<file path="src/rtl/keypad_lock_ctrl.sv">
// Keypad password controller: one-hot key decode, entry register, runtime password,
// failed-attempt counting with timed lockout, and a buzzer pattern generator.
`timescale 1ns/1ps
module keypad_lock_ctrl #(
    parameter int                  DIGITS     = 3,
    parameter int                  MAX_TRIES  = 6,
    parameter logic [4*DIGITS-1:0] DEFAULT_PW = 12'h246,
    parameter int                  TONE_HALF  = 50000,
    parameter int                  KEY_CYC    = 10000000,
    parameter int                  OK_CYC     = 30000000,
    parameter int                  FAIL_SEG   = 5000000,
    parameter int                  LOCK_CYC   = 500000000
) (
    input  logic                          clk,
    input  logic                          rst,
    input  logic [15:0]                   key_onehot,
    output logic [4*DIGITS-1:0]           digits,
    output logic [$clog2(DIGITS+1)-1:0]   count,
    output logic [3:0]                    tries,
    output logic                          unlocked,
    output logic                          locked_out,
    output logic                          buzzer
);

    localparam int W         = 4 * DIGITS;
    localparam int CW        = $clog2(DIGITS + 1);
    localparam int OK_HALF   = (TONE_HALF / 2 < 1) ? 1 : TONE_HALF / 2;
    localparam int FAIL_HALF = 2 * TONE_HALF;
    localparam int FAIL_END  = 3 * FAIL_SEG;
    localparam int PAT_MAX   = (KEY_CYC > OK_CYC)
                             ? ((KEY_CYC > FAIL_END) ? KEY_CYC : FAIL_END)
                             : ((OK_CYC > FAIL_END) ? OK_CYC : FAIL_END);
    localparam int EW        = $clog2(PAT_MAX + 1);
    localparam int PW        = $clog2(FAIL_HALF + 1);
    localparam int LW        = $clog2(LOCK_CYC + 1);

    typedef enum logic [1:0] {S_ENTRY, S_UNLOCKED, S_SET, S_LOCKED} state_t;
    typedef enum logic [1:0] {B_IDLE, B_KEY, B_OK, B_FAIL} bmode_t;
    typedef enum logic [2:0] {K_NONE, K_DIGIT, K_ENTER, K_CLEAR, K_SET, K_MASTER} kind_t;

    state_t          state, state_nxt;
    bmode_t          bmode, ev;
    kind_t           kind;
    logic [3:0]      dval;
    logic [15:0]     k_q, k_prev;
    logic [W-1:0]    ent, pw;
    logic [W+3:0]    ent_cat;
    logic [CW-1:0]   cnt;
    logic [3:0]      tries_q, tries_p1;
    logic [LW-1:0]   lock_tmr;
    logic [EW-1:0]   el;
    logic [PW-1:0]   ph;
    logic            buzz_q;
    logic            full, match;
    logic            ent_clr, ent_shift, tries_inc, tries_clr, pw_load, lock_load;

    function automatic logic [3:0] sat_inc(input logic [3:0] t);
        return (t >= 4'(MAX_TRIES)) ? 4'(MAX_TRIES) : t + 4'd1;
    endfunction

    assign full     = (cnt == CW'(DIGITS));
    assign match    = (ent == pw);
    assign tries_p1 = sat_inc(tries_q);
    assign ent_cat  = {ent, dval};

    // A press is a mapped code appearing after an all-released cycle.
    always_comb begin
        kind = K_NONE;
        dval = 4'd0;
        case (k_q)
            16'h0008: begin kind = K_DIGIT; dval = 4'd0; end
            16'h0080: begin kind = K_DIGIT; dval = 4'd1; end
            16'h0040: begin kind = K_DIGIT; dval = 4'd2; end
            16'h0020: begin kind = K_DIGIT; dval = 4'd3; end
            16'h0800: begin kind = K_DIGIT; dval = 4'd4; end
            16'h0400: begin kind = K_DIGIT; dval = 4'd5; end
            16'h0200: begin kind = K_DIGIT; dval = 4'd6; end
            16'h8000: begin kind = K_DIGIT; dval = 4'd7; end
            16'h4000: begin kind = K_DIGIT; dval = 4'd8; end
            16'h2000: begin kind = K_DIGIT; dval = 4'd9; end
            16'h0001: kind = K_ENTER;
            16'h1000: kind = K_CLEAR;
            16'h0002: kind = K_SET;
            16'h0100: kind = K_MASTER;
            default:  kind = K_NONE;
        endcase
        if (k_prev != 16'd0)
            kind = K_NONE;
    end

    always_ff @(posedge clk) begin
        if (rst)
            state <= S_ENTRY;
        else
            state <= state_nxt;
    end

    always_comb begin
        state_nxt = state;
        ent_clr   = 1'b0;
        ent_shift = 1'b0;
        tries_inc = 1'b0;
        tries_clr = 1'b0;
        pw_load   = 1'b0;
        lock_load = 1'b0;
        ev        = B_IDLE;
        if (kind == K_MASTER) begin
            state_nxt = S_ENTRY;
            ent_clr   = 1'b1;
            tries_clr = 1'b1;
            ev        = B_KEY;
        end else begin
            case (state)
                S_ENTRY, S_SET: begin
                    if (kind == K_DIGIT && !full) begin
                        ent_shift = 1'b1;
                        ev        = B_KEY;
                    end else if (kind == K_ENTER && full) begin
                        ent_clr = 1'b1;
                        if (state == S_SET) begin
                            pw_load   = 1'b1;
                            state_nxt = S_ENTRY;
                            ev        = B_OK;
                        end else if (match) begin
                            state_nxt = S_UNLOCKED;
                            tries_clr = 1'b1;
                            ev        = B_OK;
                        end else begin
                            tries_inc = 1'b1;
                            ev        = B_FAIL;
                            if (tries_p1 == 4'(MAX_TRIES)) begin
                                state_nxt = S_LOCKED;
                                lock_load = 1'b1;
                            end
                        end
                    end else if (kind == K_CLEAR) begin
                        ent_clr = 1'b1;
                        if (state == S_SET)
                            state_nxt = S_UNLOCKED;
                        else
                            ev = B_KEY;
                    end
                end
                S_UNLOCKED: begin
                    if (kind == K_CLEAR) begin
                        state_nxt = S_ENTRY;
                        ent_clr   = 1'b1;
                    end else if (kind == K_SET) begin
                        state_nxt = S_SET;
                        ent_clr   = 1'b1;
                        ev        = B_KEY;
                    end
                end
                S_LOCKED: begin
                    if (lock_tmr == '0) begin
                        state_nxt = S_ENTRY;
                        tries_clr = 1'b1;
                        ent_clr   = 1'b1;
                    end
                end
                default: state_nxt = S_ENTRY;
            endcase
        end
    end

    always_comb begin
        unlocked   = (state == S_UNLOCKED) || (state == S_SET);
        locked_out = (state == S_LOCKED);
        count      = cnt;
        tries      = tries_q;
        buzzer     = buzz_q;
        case (state)
            S_UNLOCKED: digits = {DIGITS{4'hA}};
            S_LOCKED:   digits = '0;
            default:    digits = ent;
        endcase
    end

    always_ff @(posedge clk) begin
        if (rst) begin
            k_q      <= '0;
            k_prev   <= '0;
            ent      <= '1;
            cnt      <= '0;
            tries_q  <= '0;
            pw       <= DEFAULT_PW;
            lock_tmr <= '0;
        end else begin
            k_q    <= key_onehot;
            k_prev <= k_q;
            if (ent_clr) begin
                ent <= '1;
                cnt <= '0;
            end else if (ent_shift) begin
                ent <= ent_cat[W-1:0];
                cnt <= cnt + CW'(1);
            end
            if (tries_clr)
                tries_q <= '0;
            else if (tries_inc)
                tries_q <= tries_p1;
            if (pw_load)
                pw <= ent;
            // Timer reads 0 on the final locked cycle; leaving LOCKED parks it at 0.
            if (lock_load)
                lock_tmr <= LW'(LOCK_CYC - 1);
            else if (state == S_LOCKED && state_nxt == S_LOCKED)
                lock_tmr <= lock_tmr - LW'(1);
            else
                lock_tmr <= '0;
        end
    end

    // Pattern generator: el counts cycles since the event, ph counts within a half-period.
    always_ff @(posedge clk) begin
        if (rst) begin
            bmode  <= B_IDLE;
            el     <= '0;
            ph     <= '0;
            buzz_q <= 1'b0;
        end else if (ev != B_IDLE) begin
            bmode  <= ev;
            el     <= '0;
            ph     <= '0;
            buzz_q <= 1'b1;
        end else begin
            case (bmode)
                B_KEY, B_OK: begin
                    if (el == ((bmode == B_KEY) ? EW'(KEY_CYC - 1) : EW'(OK_CYC - 1))) begin
                        bmode  <= B_IDLE;
                        el     <= '0;
                        ph     <= '0;
                        buzz_q <= 1'b0;
                    end else begin
                        el <= el + EW'(1);
                        if (ph == ((bmode == B_KEY) ? PW'(TONE_HALF - 1) : PW'(OK_HALF - 1))) begin
                            ph     <= '0;
                            buzz_q <= ~buzz_q;
                        end else begin
                            ph <= ph + PW'(1);
                        end
                    end
                end
                B_FAIL: begin
                    if (el == EW'(FAIL_END - 1)) begin
                        bmode  <= B_IDLE;
                        el     <= '0;
                        ph     <= '0;
                        buzz_q <= 1'b0;
                    end else begin
                        el <= el + EW'(1);
                        if (el == EW'(FAIL_SEG - 1)) begin
                            ph     <= '0;
                            buzz_q <= 1'b0;
                        end else if (el == EW'(2 * FAIL_SEG - 1)) begin
                            ph     <= '0;
                            buzz_q <= 1'b1;
                        end else if (el < EW'(FAIL_SEG - 1) || el >= EW'(2 * FAIL_SEG)) begin
                            if (ph == PW'(FAIL_HALF - 1)) begin
                                ph     <= '0;
                                buzz_q <= ~buzz_q;
                            end else begin
                                ph <= ph + PW'(1);
                            end
                        end
                    end
                end
                default: begin
                    el     <= '0;
                    ph     <= '0;
                    buzz_q <= 1'b0;
                end
            endcase
        end
    end

endmodule

</file>
<file path="config.mk">
export PLATFORM = sky130hd
export DESIGN_NAME = keypad_lock_ctrl
export DESIGN_NICKNAME = d
export VERILOG_FILES = /design/src/rtl/keypad_lock_ctrl.sv
export SDC_FILE = /design/constraint.sdc
export NUM_CORES = 1
export LEC_CHECK = 0
export ABC_AREA = 1
export BUFFER_PORTS_ARGS = -buffer_cell sky130_fd_sc_hd__buf_4
export CAP_MARGIN = 20
export CORE_MARGIN = 2
export CORE_UTILIZATION = 62
export DETAILED_ROUTE_END_ITERATION = 8
export MAX_ROUTING_LAYER = met4
export PLACE_DENSITY = 0.89
export SLEW_MARGIN = 20
export SYNTH_ARGS = -nofsm -noshare
export SYNTH_HDL_FRONTEND = slang
export SYNTH_SLANG_ARGS = --single-unit
</file>
<file path="constraint.sdc">
create_clock -name clk -period 5.44 [get_ports clk]
set_input_delay 1.088 -clock clk [delete_from_list [all_inputs] [get_ports clk]]
set_output_delay 1.088 -clock clk [all_outputs]
set_load 0.02 [all_outputs]
</file>
==> results.sh <==
export IMPL_whs_path_depth=2
export IMPL_vias=7028
export IMPL_tns_ns=0
export IMPL_avgSynthCellArea_um2=7.023
export IMPL_power_density_nw_per_um2=271.6
export IMPL_multi_input_area_um2=4024
export IMPL_relSlewSlack_pct=27.40
export IMPL_yosys_area_top_type_share_pct=36.63
export IMPL_core_um2=11960
export IMPL_synth_seq_area_share_pct=36.63
export IMPL_yosysUniqueCellTypes=43
export IMPL_r2r_slack_ns=1.95
export IMPL_clkTransAtPathRegs_ns=0.06
export IMPL_pre_cts_slack_ns=2.054
export IMPL_tightest_slew_ns=1.085
export IMPL_first_pass_iters=5
export IMPL_fin_crit_sh_pct=64.08
export IMPL_drv_slew=0
export IMPL_hold_violations=0
export IMPL_synth_edf_count=0
export IMPL_synth_top_area_cell="dfxtp_1"
export IMPL_drt_iter0_markers=605
export IMPL_syn_nets=1107
export IMPL_grt_pass1_wl_mm=28.65
export IMPL_die_h_um=114.3
export IMPL_nFillCells=958
export IMPL_endpoint_kind="flip-flop"
export IMPL_cts_resized=0
export IMPL_internal_power_mw=1.786
export IMPL_portBuffers=38
export IMPL_synth_adder_area_share_pct=2.488
export IMPL_worstPathArrival_ns=3.84
export IMPL_antennaDiodeCount=0
export IMPL_worstHoldStart="k_q[3]$_SDFF_PP0_"
export IMPL_layout_drive_gt1_share_pct=11.19
export IMPL_cp_max_fo=26
export IMPL_fmax_mhz=286.9
export IMPL_max_cap_violations=0
export IMPL_start_util_pct=63.05
export IMPL_htree_levels=4
export IMPL_yosys_area_share_simple_pct=34.51
export IMPL_power_switching_uw=510.5
export IMPL_netlist_area_um2=7542
export IMPL_reg2reg_to="lock_tmr[17]$_SDFF_PP0_"
export IMPL_routed_wl_mm=17.12
export IMPL_dp_hpwl_mm=11.80
export IMPL_synthXorXnorAreaFrac_pct=7.084
export IMPL_criticalPathCategory="flip-flop to flip-flop"
export IMPL_wire_per_inst_um=13.64
export IMPL_area_delta_synth_final_pct=12.13
export IMPL_synth_async_reset_ratio_pct=0
export IMPL_nNetsFinal=1128
export IMPL_clock_skew_final_ns=0.01066
export IMPL_grt_max_degree=57
export IMPL_cts_buffers=17
export IMPL_cp_start_kind="flip-flop"
export IMPL_pwr_share_clk_pct=51.8
export IMPL_synth_flop_cell="dfxtp_1"
export IMPL_combinationalPowerShare_pct=3.4
export IMPL_clock_sinks=138
export IMPL_drt_met1_wl_mm=7.033
export IMPL_die_w_um=114.3
export IMPL_clockRootBuffer="clkbuf_16"
export IMPL_ys_ff_latch=138
export IMPL_p_seq_share_pct=44.9
export IMPL_ir_worst_vdd_uv=343.5
export IMPL_ios=39
export IMPL_synthCells=1074
export IMPL_holdBufCountCts=0
export IMPL_antenna_found_initial=0
export IMPL_die_area_um2=13060
export IMPL_synth_area_leaders="dfxtp_1 (37%), nand2_1 (8.3%), nor2_1 (7.9%)"
export IMPL_highest_layer="met4"
export IMPL_synth_top_family_by_area="simple AND/OR/NAND/NOR gates"
export IMPL_r2r_cells=9
export IMPL_vias_per_cell=5.600
export IMPL_clk_path_buf_depth=2
export IMPL_drc=0
export IMPL_clkLatencyLatePin_ns=0.43
export IMPL_cts_tree="built"
export IMPL_grt_total_usage_pct=27.76
export IMPL_synth_compound_area_share_pct=9.240
export IMPL_status="finished clean"
export IMPL_worstHoldEndpoint="k_prev[3]$_SDFF_PP0_"
export IMPL_core_rowCount=40
export IMPL_switching_share_pct=22.23
export IMPL_postCtsSetupRepairBufs=0
export IMPL_wl_met2_mm=8.732
export IMPL_regArea_um2=2763
export IMPL_finalSetupViolCount=0
export IMPL_r2r_start="state[0]$_SDFF_PP0_"
export IMPL_hp_class="flip-flop to flip-flop"
export IMPL_gp_congestion=0.9893
export IMPL_cp_required_ns=5.79
export IMPL_synth_mux_area_share_pct=0
export IMPL_rsz0062_at_grt="false"
export IMPL_p_leak_nw=3.703
export IMPL_min_period_ns=3.486
export IMPL_yosysWarnings=0
export IMPL_wl_met3_um=878
export IMPL_ant_nets=0
export IMPL_fin_ws_ns=1.954
export IMPL_grt_pass1_vias=6551
export IMPL_grt_ovfl_total=0
[synthesized netlist by cell type (2+ instances only)]
cell type / count
inv_2: 3
nand2_2: 4
nor3_2: 27
buf_2: 9
nor2_1: 159
clkinv_1: 2
xnor2_1: 12
o21bai_1: 2
nand3_2: 2
clkbuf_1: 20
buf_4: 3
a31oi_1: 2
ha_1: 15
buf_6: 2
o21ai_1: 3
nand3_1: 63
nand2_1: 166
nor4_1: 13
a21oi_1: 58
o211ai_1: 14
dfxtp_1: 138
nand4_1: 56
nor3_1: 34
inv_1: 149
o22ai_1: 4
buf_1: 4
nor2_2: 11
o21ai_0: 35
xor2_1: 49
or2_2: 2
[logic make-up (layout without fill, tap and decap cells)]
kind of cell             after synthesis  count (layout)
AND/OR/NAND/NOR                      543             543
buffers and inverters                192             226
flip-flops                           138             138
XOR/XNOR                              61              61
AO/OA/AOI/OAI                        125             125
adder cells (fa/ha/maj)               15              15
[power by group through the flow]
stage	Sequential (mW)	Clock, mW	Combinational [mW]
2_1_floorplan	1.05	0	0.0566
3_3_place_gp	1.05	0	0.0739
3_5_place_dp	1.05	0	0.0763
4_1_cts	1.03	1.20	0.0770
5_1_grt	1.03	1.24	0.0869
6_report	1.03	1.19	0.0770
[through the flow]
step / instance area, um2 / util, % / power (mW) / hold slack (ns) / instances
2_1_floorplan: 7542 / - / 1.108 / 0.4286 / 1074
3_3_place_gp: 7846 / 65.60 / 1.126 / 0.4406 / 1223
3_5_place_dp: 7846 / 65.60 / 1.129 / 0.4414 / 1223
4_1_cts: 8454 / 70.68 / 2.304 / 0.4492 / 1255
5_1_grt: 8457 / 70.70 / 2.360 / 0.4706 / 1255
6_report: 8457 / 70.70 / 2.297 / 0.4464 / 1255
[state kept, by name, summed over array words and instances, names as in the netlist]
signal and count:
bmode 2, buzzer 1, count 2, el 25, ent 12, k_prev 16
k_q 16, lock_tmr 29, ph 17, pw 12, state 2, tries 4
[how the worst max path moves through the flow]
stage                        start                      end  cells past startpoint
5_1_grt        state[0]$_SDFF_PP0_  lock_tmr[20]$_SDFF_PP0_                      9
3_3_place_gp   state[0]$_SDFF_PP0_  lock_tmr[17]$_SDFF_PP0_                      9
6_report       state[0]$_SDFF_PP0_  lock_tmr[17]$_SDFF_PP0_                      9
2_1_floorplan     el[0]$_SDFF_PP0_        el[22]$_SDFF_PP0_                     12
4_1_cts        state[0]$_SDFF_PP0_  lock_tmr[24]$_SDFF_PP0_                      9
3_5_place_dp   state[0]$_SDFF_PP0_  lock_tmr[17]$_SDFF_PP0_                      9
[cell type report]
type	count	share of cell area [%]
repair buffers	40	3.551
clock buffers	20	5.282
well taps	147	2.175
inverters	154	6.835
clock inverters	12	1.909
flip-flops and latches	138	32.67
multi-input cells	744	47.58
[placed cells by master (no fill, tap or decap), types with 17 or more instances in the layout]
cell type and count:
o21ai_0 35, nor2_1 158, nor3_1 34, inv_1 149, nand4_1 56, nand2_1 166, nor3_2 27, xor2_1 49
dfxtp_1 138, nand3_1 63, a21oi_1 58, buf_4 40, clkbuf_16 17
[routing by layer]
metal	vias to the layer above	GRT usage [%]
li1	3544	-
met1	3201	30.71
met2	235	48.77
met3	48	5.982
met4	0	10.98
met5	-	-
[worst max-delay path, stage by stage, from the launching register on]
cell     delay (ns)
dfxtp_1        0.71
ha_1           0.88
nor2_1         0.22
nand2_1        0.14
nand2_1        0.06
nand2_1        0.09
nand2_1        0.07
nor2_2         0.61
nand4_2        0.41
a21oi_1        0.21
Note: power is estimated with default switching activity, not from simulation.
